===== config.mk =====
export PLATFORM = sky130hd
export DESIGN_NAME = ddr_read_scheduler_flat
export DESIGN_NICKNAME = d
export VERILOG_FILES = /design/src/rtl/ddr_read_scheduler_if.sv /design/src/rtl/ddr_read_scheduler.sv /design/src/flat_wrapper.sv
export SDC_FILE = /design/constraint.sdc
export NUM_CORES = 1
export LEC_CHECK = 0
export ABC_AREA = 0
export BUFFER_PORTS_ARGS = -buffer_cell sky130_fd_sc_hd__buf_4
export CAP_MARGIN = 20
export CORE_AREA = 2 2 384 386
export CTS_CLUSTER_SIZE = 12
export DETAILED_ROUTE_END_ITERATION = 6
export DIE_AREA = 0 0 386 388
export GPL_TIMING_DRIVEN = 0
export PLACE_DENSITY_LB_ADDON = 0.25
export SYNTH_ARGS = -nofsm -noshare
export SYNTH_HDL_FRONTEND = slang
export SYNTH_SLANG_ARGS = --single-unit
export TNS_END_PERCENT = 20

===== constraint.sdc =====
create_clock -name clk -period 9 [get_ports clk]
set_input_delay 1.35 -clock clk [delete_from_list [all_inputs] [get_ports clk]]
set_output_delay 1.35 -clock clk [all_outputs]
set_load 0.03 [all_outputs]

===== src/rtl/ddr_read_scheduler_if.sv =====
// Client-side request bus and engine-side read-DMA handshake of ddr_read_scheduler.
// master: the scheduler; slave: the clients and the DMA engine.
interface ddr_read_scheduler_if #(
  parameter int unsigned NUM_CH = 16,
  parameter int unsigned ADDR_W = 27,
  parameter int unsigned LEN_W  = 27
);
  logic [NUM_CH-1:0]        cli_req;
  logic [NUM_CH*ADDR_W-1:0] cli_addr;
  logic [NUM_CH*LEN_W-1:0]  cli_len;
  logic [NUM_CH-1:0]        cli_ack;
  logic [NUM_CH-1:0]        cli_done;
  logic                     dma_req;
  logic [ADDR_W-1:0]        dma_addr;
  logic [LEN_W-1:0]         dma_len;
  logic                     dma_ack;
  logic                     dma_eop;

  modport master (
    input  cli_req, cli_addr, cli_len, dma_ack, dma_eop,
    output cli_ack, cli_done, dma_req, dma_addr, dma_len
  );

  modport slave (
    output cli_req, cli_addr, cli_len, dma_ack, dma_eop,
    input  cli_ack, cli_done, dma_req, dma_addr, dma_len
  );
endinterface


===== src/rtl/ddr_read_scheduler.sv =====
// Round-robin scheduler sharing one DDR read-DMA slot among NUM_CH clients, splitting requests into MAX_BURST segments.
// Optional watchdog enabled by defining DDR_SCHED_TIMEOUT_EN.
module ddr_read_scheduler #(
  parameter int unsigned NUM_CH      = 16,
  parameter int unsigned ADDR_W      = 27,
  parameter int unsigned LEN_W       = 27,
  parameter int unsigned MAX_BURST   = 256,
  parameter int unsigned TIMEOUT_CYC = 65535
) (
  input  logic                 clk,
  input  logic                 rst,
  ddr_read_scheduler_if.master bus,
  output logic [3:0]           cur_ch,
  output logic                 busy,
  output logic                 err
);

  localparam int unsigned CH_W = 4;
  localparam int unsigned WD_W = 16;

  typedef enum logic [2:0] {S_IDLE, S_GRANT, S_ISSUE, S_WAIT, S_FINISH} state_t;

  state_t              state, state_nx;
  logic [CH_W-1:0]     rr_ptr, rr_ptr_nx, cur_ch_nx;
  logic [ADDR_W-1:0]   cur_addr, cur_addr_nx, dma_addr_q, dma_addr_nx, sel_addr;
  logic [LEN_W-1:0]    remaining, remaining_nx, dma_len_q, dma_len_nx, sel_len;
  logic [NUM_CH-1:0]   cli_ack_q, cli_ack_nx, cli_done_q, cli_done_nx;
  logic                dma_req_q, dma_req_nx, busy_nx;
  logic                gnt_vld;
  logic [CH_W-1:0]     gnt_ch;
  logic [15:0]         req_pad;
`ifdef DDR_SCHED_TIMEOUT_EN
  logic [WD_W-1:0]     wd_cnt, wd_cnt_nx;
  logic                err_q, err_nx;
`endif

  // First requester at or after ptr; MSB of result flags a valid pick
  function automatic logic [CH_W:0] pick_next(input logic [15:0] req, input logic [CH_W-1:0] ptr);
    logic [CH_W:0] res;
    logic [CH_W:0] idx;
    res = '0;
    for (int i = int'(NUM_CH) - 1; i >= 0; i--) begin
      idx = {1'b0, ptr} + (CH_W+1)'(i);
      if (idx >= (CH_W+1)'(NUM_CH)) idx = idx - (CH_W+1)'(NUM_CH);
      if (req[idx[CH_W-1:0]]) res = {1'b1, idx[CH_W-1:0]};
    end
    return res;
  endfunction

  function automatic logic [NUM_CH-1:0] onehot(input logic [CH_W-1:0] ch);
    logic [NUM_CH-1:0] v;
    for (int i = 0; i < int'(NUM_CH); i++) v[i] = (ch == CH_W'(i));
    return v;
  endfunction

  function automatic logic [LEN_W-1:0] seg_of(input logic [LEN_W-1:0] rem);
    return (rem > LEN_W'(MAX_BURST)) ? LEN_W'(MAX_BURST) : rem;
  endfunction

  assign req_pad           = 16'(bus.cli_req);
  assign {gnt_vld, gnt_ch} = pick_next(req_pad, rr_ptr);

  always_comb begin
    sel_addr = '0;
    sel_len  = '0;
    for (int i = 0; i < int'(NUM_CH); i++) begin
      if (gnt_ch == CH_W'(i)) begin
        sel_addr = bus.cli_addr[i*ADDR_W +: ADDR_W];
        sel_len  = bus.cli_len[i*LEN_W +: LEN_W];
      end
    end
  end

  // Next-state and next-output logic; every output is taken from a register
  always_comb begin
    state_nx     = state;
    rr_ptr_nx    = rr_ptr;
    cur_ch_nx    = cur_ch;
    cur_addr_nx  = cur_addr;
    remaining_nx = remaining;
    cli_ack_nx   = '0;
    cli_done_nx  = '0;
    dma_req_nx   = dma_req_q;
    dma_addr_nx  = dma_addr_q;
    dma_len_nx   = dma_len_q;
`ifdef DDR_SCHED_TIMEOUT_EN
    err_nx       = err_q;
    wd_cnt_nx    = '0;
`endif
    case (state)
      S_IDLE: if (|bus.cli_req) state_nx = S_GRANT;
      S_GRANT: begin
        if (!gnt_vld) begin
          state_nx = S_IDLE;
        end else begin
          cur_ch_nx    = gnt_ch;
          cli_ack_nx   = onehot(gnt_ch);
          rr_ptr_nx    = (gnt_ch == CH_W'(NUM_CH - 1)) ? '0 : CH_W'(gnt_ch + 1'b1);
          cur_addr_nx  = sel_addr;
          remaining_nx = sel_len;
          if (sel_len == '0) begin
            state_nx = S_FINISH;
          end else begin
            state_nx    = S_ISSUE;
            dma_req_nx  = 1'b1;
            dma_addr_nx = sel_addr;
            dma_len_nx  = seg_of(sel_len);
          end
        end
      end
      S_ISSUE: begin
        if (bus.dma_ack) begin
          dma_req_nx   = 1'b0;
          cur_addr_nx  = cur_addr + ADDR_W'(dma_len_q);
          remaining_nx = remaining - dma_len_q;
          state_nx     = S_WAIT;
        end
      end
      S_WAIT: begin
        if (bus.dma_eop) begin
          if (remaining != '0) begin
            state_nx    = S_ISSUE;
            dma_req_nx  = 1'b1;
            dma_addr_nx = cur_addr;
            dma_len_nx  = seg_of(remaining);
          end else begin
            state_nx    = S_FINISH;
            cli_done_nx = onehot(cur_ch);
          end
        end
      end
      S_FINISH: begin
        state_nx = S_IDLE;
        // Zero-length grants arrive here with done still low: pulse it after the ack
        if (cli_done_q == '0) cli_done_nx = onehot(cur_ch);
      end
      default: state_nx = S_IDLE;
    endcase
`ifdef DDR_SCHED_TIMEOUT_EN
    if (state == S_ISSUE || state == S_WAIT) begin
      if (wd_cnt == WD_W'(TIMEOUT_CYC - 1)) begin
        err_nx      = 1'b1;
        dma_req_nx  = 1'b0;
        cli_done_nx = onehot(cur_ch);
        state_nx    = S_IDLE;
      end else if (state == S_WAIT && state_nx == S_ISSUE) begin
        wd_cnt_nx = '0;
      end else begin
        wd_cnt_nx = wd_cnt + 1'b1;
      end
    end
`endif
    busy_nx = (state_nx != S_IDLE);
  end

  always_ff @(posedge clk or negedge rst) begin
    if (!rst) begin
      state      <= S_IDLE;
      rr_ptr     <= '0;
      cur_ch     <= '0;
      cur_addr   <= '0;
      remaining  <= '0;
      cli_ack_q  <= '0;
      cli_done_q <= '0;
      dma_req_q  <= 1'b0;
      dma_addr_q <= '0;
      dma_len_q  <= '0;
      busy       <= 1'b0;
`ifdef DDR_SCHED_TIMEOUT_EN
      wd_cnt     <= '0;
      err_q      <= 1'b0;
`endif
    end else begin
      state      <= state_nx;
      rr_ptr     <= rr_ptr_nx;
      cur_ch     <= cur_ch_nx;
      cur_addr   <= cur_addr_nx;
      remaining  <= remaining_nx;
      cli_ack_q  <= cli_ack_nx;
      cli_done_q <= cli_done_nx;
      dma_req_q  <= dma_req_nx;
      dma_addr_q <= dma_addr_nx;
      dma_len_q  <= dma_len_nx;
      busy       <= busy_nx;
`ifdef DDR_SCHED_TIMEOUT_EN
      wd_cnt     <= wd_cnt_nx;
      err_q      <= err_nx;
`endif
    end
  end

  assign bus.cli_ack  = cli_ack_q;
  assign bus.cli_done = cli_done_q;
  assign bus.dma_req  = dma_req_q;
  assign bus.dma_addr = dma_addr_q;
  assign bus.dma_len  = dma_len_q;

`ifdef DDR_SCHED_TIMEOUT_EN
  assign err = err_q;
`else
  assign err = 1'b0;
`endif

endmodule


===== src/flat_wrapper.sv =====
// flat-port wrapper written by rule: the top's interface ports become plain ports
module ddr_read_scheduler_flat 
#(
  parameter int unsigned NUM_CH      = 16,
  parameter int unsigned ADDR_W      = 27,
  parameter int unsigned LEN_W       = 27,
  parameter int unsigned MAX_BURST   = 256,
  parameter int unsigned TIMEOUT_CYC = 65535
)
  (clk, rst, cur_ch, busy, err, bus_cli_req, bus_cli_addr, bus_cli_len, bus_dma_ack, bus_dma_eop, bus_cli_ack, bus_cli_done, bus_dma_req, bus_dma_addr, bus_dma_len);
  ddr_read_scheduler_if #(.NUM_CH(NUM_CH), .ADDR_W(ADDR_W), .LEN_W(LEN_W)) bus_i ();
  input  logic clk;
  input  logic rst;
  output logic [3:0] cur_ch;
  output logic busy;
  output logic err;
  input wire logic [$bits(bus_i.cli_req)-1:0] bus_cli_req;
  input wire logic [$bits(bus_i.cli_addr)-1:0] bus_cli_addr;
  input wire logic [$bits(bus_i.cli_len)-1:0] bus_cli_len;
  input wire logic [$bits(bus_i.dma_ack)-1:0] bus_dma_ack;
  input wire logic [$bits(bus_i.dma_eop)-1:0] bus_dma_eop;
  output wire logic [$bits(bus_i.cli_ack)-1:0] bus_cli_ack;
  output wire logic [$bits(bus_i.cli_done)-1:0] bus_cli_done;
  output wire logic [$bits(bus_i.dma_req)-1:0] bus_dma_req;
  output wire logic [$bits(bus_i.dma_addr)-1:0] bus_dma_addr;
  output wire logic [$bits(bus_i.dma_len)-1:0] bus_dma_len;
  assign bus_i.cli_req = bus_cli_req;
  assign bus_i.cli_addr = bus_cli_addr;
  assign bus_i.cli_len = bus_cli_len;
  assign bus_i.dma_ack = bus_dma_ack;
  assign bus_i.dma_eop = bus_dma_eop;
  assign bus_cli_ack = bus_i.cli_ack;
  assign bus_cli_done = bus_i.cli_done;
  assign bus_dma_req = bus_i.dma_req;
  assign bus_dma_addr = bus_i.dma_addr;
  assign bus_dma_len = bus_i.dma_len;
  ddr_read_scheduler #(.NUM_CH(NUM_CH), .ADDR_W(ADDR_W), .LEN_W(LEN_W), .MAX_BURST(MAX_BURST), .TIMEOUT_CYC(TIMEOUT_CYC)) u_core (.clk(clk), .rst(rst), .bus(bus_i), .cur_ch(cur_ch), .busy(busy), .err(err));
endmodule

After elaboration in Yosys (flattened, before gate mapping)
Cells that the tools add are included.
{ "classes": {"addsub": 34, "n_lt_le_gt_ge": 34, "eq_ne": 39, "muxes": 134, "reduce_logical": 15} }
{ "ops": {"columns": ["cell", "count"], "rows": [
  ["$mux W27", 46],
  ["$pmux W27 S2", 4],
  ["$lt A4 B5 Y1 const B", 16],
  ["$mux W16", 5],
  ["$mux W5", 16],
  ["$ge A5 B5 Y1 const B", 15],
  ["$mux W4", 17],
  ["$bmux W1 S4", 16],
  ["$eq A4 B4 Y1 const B", 16],
  ["$sub A4 B1 Y4 const B", 16],
  ["$gt A27 B9 Y1 const B", 2],
  ["$add A4 B4 Y5 const B", 8],
  ["$eq A4 B3 Y1 const B", 8],
  ["$pmux W16 S2", 1],
  ["$add A27 B27 Y27", 1],
  ["$logic_not A27 Y1", 1],
  ["$reduce_bool A27 Y1", 1],
  ["$sub A27 B27 Y27", 1],
  ["$mux W1", 21],
  ["$add A4 B3 Y5 const B", 4],
  ["$mux W3", 6],
  ["$eq A4 B2 Y1 const B", 4],
  ["$logic_not A16 Y1", 1],
  ["$reduce_or A16 Y1", 1],
  ["20 further kinds", 29]
]} }
{ "word_totals": {"register_bits": 153, "output_inout_bits": 93, "word_cells": 267} }

Logic depth before layout (Yosys ltp)
{ "logic_depth": {"word_depth": 43, "mapped_depth": 42, "mapped_depth_nobuf": 32} }

Worst setup path before layout
No wires, ideal clock.
{ "synth_path": {"kind": "flip-flop to flip-flop", "start": "reg u_core.rr_ptr[1]", "end": "reg u_core.dma_addr_q[10], in the netlist u_core.bus.dma_addr[10]", "setup_time_ns": 0.125, "arrival_ns": 7.755, "setup_slack_ns": 1.120, "path_stages_with_launch": 36, "path_cell_list": "dfrtp_1 > buf_2 > buf_1 > inv_1 > clkbuf_1 > ha_1 > clkbuf_1 > mux4_2 > mux4_2 > or3_1 > a211oi_1 > a2111oi_0 > mux2i_1 > a21oi_1 > o31ai_1 > o21ai_0 > o21bai_1 > ha_1 > clkbuf_1 > clkinv_1 > nor2_1 > clkbuf_1 > buf_1 > clkbuf_1 > a22oi_1 > o221ai_1 > a21oi_1 > o31a_1 > o22ai_1 > o2bb2ai_1 > o211ai_1 > a41oi_1 > o21bai_1 > buf_6 > buf_6 > mux2_4"} }
{ "synth_between": {"elab_chain_len": 41, "word_cells_on_any_way": 166} }
{ "synth_rtl": {"columns": ["element", "line_no", "rtl"], "rows": [
  ["start: declaration", "ddr_read_scheduler.sv:24", "logic [CH_W-1:0] rr_ptr, rr_ptr_nx, cur_ch_nx;"],
  ["start signal: assignment", "ddr_read_scheduler.sv:175", "rr_ptr <= rr_ptr_nx;"],
  ["$add A4 B4 Y5", "ddr_read_scheduler.sv:43", "idx = {1'b0, ptr} + (CH_W+1)'(i);"],
  ["$sub A4 B1 Y4 / $ge A5 B5 Y1 (equally long branches)", "ddr_read_scheduler.sv:44", "if (idx >= (CH_W+1)'(NUM_CH)) idx = idx - (CH_W+1)'(NUM_CH);"],
  ["$mux W4", "ddr_read_scheduler.sv:44", null],
  ["$bmux W1 S4", "ddr_read_scheduler.sv:45", "if (req[idx[CH_W-1:0]]) res = {1'b1, idx[CH_W-1:0]};"],
  ["$mux W1 (not written as such)", "ddr_read_scheduler.sv:45", null],
  ["$mux W5 (15 in series)", "ddr_read_scheduler.sv:45", null],
  ["$mux W5 *", "ddr_read_scheduler.sv:45", null],
  ["$logic_not A4 Y1", "ddr_read_scheduler.sv:67", "if (gnt_ch == CH_W'(i)) begin"],
  ["$mux W27 (16 in series)", "ddr_read_scheduler.sv:67", null],
  ["$logic_not A27 Y1 / $mux W27 (equally long branches)", "ddr_read_scheduler.sv:101", "if (sel_len == '0) begin"],
  ["$ne A2 B2 Y1 (no source line) / $mux W27 (equally long branches)", null, null],
  ["$reduce_and A5 Y1 (no source line) / $pmux W27 S2 (equally long branches)", null, null],
  ["end signal: assignment", "ddr_read_scheduler.sv:182", "dma_addr_q <= dma_addr_nx;"],
  ["end: declaration", "ddr_read_scheduler.sv:25", "logic [ADDR_W-1:0] cur_addr, cur_addr_nx, dma_addr_q, dma_addr_nx, sel_addr;"]
]} }
Every way passes the cells marked *; elsewhere a longest branch is shown, timed or not. The select of a mux whose other input is x is not followed.
A chain may end at the register's enable or synchronous reset.

Worst setup path in the final report
{ "layout_path": {"start": "reg u_core.rr_ptr[1]", "end": "reg u_core.dma_addr_q[25], in the netlist u_core.bus.dma_addr[25]"} }
The elaborated chain is that of the path after synthesis.

==> summary.md <==
| Metric | Value |
|---|---|
| Grt met3 use | `11.9%` |
| Netlist cell types | `89` |
| #FFs+latches synth | `153` |
| First-pass GRT wire length | `264,000 um` |
| Startpoint class of the critical path | `flip-flop` |
| Cts hold-fix bufs | `0` |
| Vias in the first global route | `27,100` |
| CP max stage cell | `xnor2_1` |
| Reg-to-Reg Start | `u_core.rr_ptr[1]` |
| Area grow syn2layout | `65.9%` |
| Final setup fails | `0` |
| Met2 Usage GRT | `38.3%` |
| Placed cell areas | `0.0287 sq mm` |
| Initial Util | `12.8%` |
| Number of CTS-inserted buffers | `17` |
| Drt drc | `0` |
| Die Area | `0.150 sq mm` |
| Overflow after GRT | `0` |
| Min-delay src | `u_core.bus.dma_req` |
| Period utilization | `97.6%` |
| Max-cap violations | `0` |
| Largest net degree at the start of global routing | `96` |
| Gpl congestion | `0.975` |
| Die Width | `386 um` |
| Share of cells above drive strength 1 | `39.4%` |
| Initial DRC Count | `3,092` |
| Least-Margin Pin Slew | `1.17 ns` |
| Commonest non-fill, non-tap cell in the layout | `buf_4` |
| All-layer global routing usage | `26.5%` |
| Critical path arrival | `9.17 ns` |
| Detailed Routing Iterations Pass 1 | `6` |
| Root Driver | `clkbuf_16` |
| Worst Setup SP | `u_core.rr_ptr[1]` |
| Met1 Resource Use GR | `33.9%` |
| Mapped cell area | `0.0186 sq mm` |
| Commonest non-fill, non-tap cells in the layout | `buf_4, nor2_1, o21ai_0` |
| Routed length per instance | `37.4 um` |
| GR peak layer | `met2` |
| DP Wirelength | `178,000 um` |
| Final net count | `4,508` |
| Final Skew | `0.0183 ns` |
| Max incr delay on CP | `0.53 ns` |
| CTS sink cnt | `153` |
| CP Class | `reg2reg` |
| Yosys Warn Count | `0` |
| Hold Slack | `0.486 ns` |
| Max Clock Freq | `114 MHz` |
| Post-synth EDFFs | `0` |
| Initial antenna violation count | `151` |
| Max-slew headroom | `22.2%` |
| Crit Path Max Fanout | `13` |
| Mapped Cells | `2,498` |
| Slew Viols, Final | `0` |
| Die height | `388 um` |
| Worst Hold Class | `reg2reg` |
| Io pins | `977` |
| Most common cell on crit path | `o21ai_0` |
| Worst-path clk slew | `0.08 ns` |
| Post-place setup slack | `-3.84 ns` |
| Synth Net Count | `3,447` |
| Post-layout min period | `8.79 ns` |
| H-tree levels | `4` |
| Final hold vios | `0` |
| Run status | `finished clean` |
| Crit. End Element | `flip-flop` |
| Mapped Avg Cell Area | `7.44 sq um` |
| Rows | `140` |
| PortBufs | `975` |
| Seq/Total Area, Yosys | `20.6%` |
| Synth Flop Type | `dfrtp_1` |
| Via density | `5.05` |
| Clk_lat worst skew | `0.50 ns` |
| Core ar. | `0.145 sq mm` |
| CTS tree | `built` |
| Final Instance Area | `0.0308 sq mm` |
| Buffer depth of the longest clock path | `2` |
| Async set-or-reset flop fraction in the synthesized netlist | `100%` |
| Routed WL | `208,000 um` |
| Final ANT Viol Nets | `0` |
| Setup WS post-layout | `0.213 ns` |
| DR vias | `28,000` |
| Critical Path RT | `9.39 ns` |
[final timing paths]
path	endpoint	slack, ns	cells after the start
hold / removal	u_core.bus.dma_req	0.49	1
setup reg to reg	u_core.bus.dma_addr[25]	0.21	34
hold reg to reg	u_core.bus.dma_req	0.49	1
min in group asynchronous	u_core.bus.dma_addr[23]	0.85	1
setup / recovery	u_core.bus.dma_addr[25]	0.21	34
max in group asynchronous	u_core.rr_ptr[1]	7.30	2
[sequential cells by signal, indices dropped and copies added, names as in the netlist]
name / flops
u_core.remaining: 27
u_core.bus.dma_req: 1
u_core.busy: 1
u_core.cur_addr: 27
u_core.rr_ptr: 4
u_core.bus.cli_done: 16
u_core.state: 3
u_core.bus.cli_ack: 16
u_core.cur_ch: 4
u_core.bus.dma_len: 27
u_core.bus.dma_addr: 27
[worst max-delay path, delay by kind of cell, from the launching register on]
family | cells | cell delay (ns)
flops | 1 | 0.45
mux | 4 | 1.00
compound gates | 15 | 3.22
simple gates | 4 | 1.14
buf+inv | 8 | 1.69
xor+xnor | 1 | 0.53
fa+ha+maj | 2 | 0.59
[per-layer routing]
metal / up-vias / part of all wire (%)
met2: 1854 / 42
met4: 94 / 4.4
met5: - / 0.30
li1: 11800 / -
met3: 402 / 13
met1: 13800 / 41
[final cells by class]
cell class,count,area (sq um)
Fill cell,16400,114000
Antenna cell,55,138
Inverter,69,262
Clock buffer,18,429
Sequential cell,153,3830
Tap cell,1917,2400
Timing Repair Buffer,1048,8090
Multi-Input combinational cell,2063,14400
Buffer,207,1150
Clock inverter,14,175
[cell usage after synthesis, types with 10 or more instances]
| library cell | count | area [sq um] |
|---|---|---|
| or3_1 | 18 | 113 |
| ha_1 | 63 | 788 |
| o2111ai_1 | 10 | 87.6 |
| xnor2_1 | 33 | 289 |
| nor2_1 | 289 | 1080 |
| o211ai_1 | 52 | 390 |
| a221o_1 | 34 | 340 |
| nand3_1 | 48 | 240 |
| mux2_2 | 29 | 327 |
| a21oi_1 | 190 | 951 |
| o31ai_1 | 14 | 105 |
| o22ai_1 | 82 | 513 |
| a211oi_1 | 33 | 248 |
| buf_2 | 25 | 125 |
| a31oi_1 | 32 | 200 |
| mux4_2 | 30 | 676 |
| clkbuf_1 | 151 | 567 |
| xor2_1 | 20 | 175 |
| nor4_1 | 17 | 106 |
| o221ai_1 | 28 | 245 |
| o21ai_0 | 271 | 1360 |
| and3_1 | 13 | 81.3 |
| dfrtp_1 | 153 | 3830 |
| mux2_4 | 23 | 345 |
| o21bai_1 | 10 | 75.1 |
| mux2i_1 | 48 | 480 |
| nand2_1 | 228 | 856 |
| a221oi_1 | 95 | 832 |
| a22oi_1 | 71 | 533 |
| a21o_1 | 15 | 113 |
| nor3_1 | 60 | 300 |
| o21a_1 | 18 | 135 |
| o21ai_1 | 11 | 55.1 |
| inv_1 | 65 | 244 |
| nand4_1 | 13 | 81.3 |
| buf_1 | 28 | 105 |
| a2111oi_0 | 10 | 87.6 |
| o31a_1 | 12 | 105 |
[cells by family after synthesis]
| logic type | after synthesis | synth area share [%] |
|---|---|---|
| other cells | 1 | 0.0202 |
| buf+inv | 282 | 6.19 |
| flops | 153 | 20.6 |
| mux | 137 | 10.3 |
| xor+xnor | 54 | 2.59 |
| fa+ha+maj | 65 | 4.46 |
| compound gates | 1062 | 38.1 |
| simple gates | 744 | 17.8 |
[what timing repair did]
item                                    in CTS  in global routing
hold endpoints to repair                     0                  0
cloned                                       0                  0
gates resized for setup                    242                113
endpoints found under the setup margin     128                 83
pin swaps                                   18                 16
setup buffers                               20                 24
[metrics by stage]
step | instances | TNS, ns | util, %
after floorplan | 2498 | 0 | -
after global placement | 5390 | -387.19 | 19.5
after detailed placement | 5417 | -354.96 | 19.8
after CTS | 5464 | 0 | 20.8
after global routing | 5518 | -0.0338 | 21.2
final | 5544 | 0 | 21.2
Power is left out: the tool's default activity adds up to more than one toggle a clock period on the data nets, which glitch-free logic cannot reach.
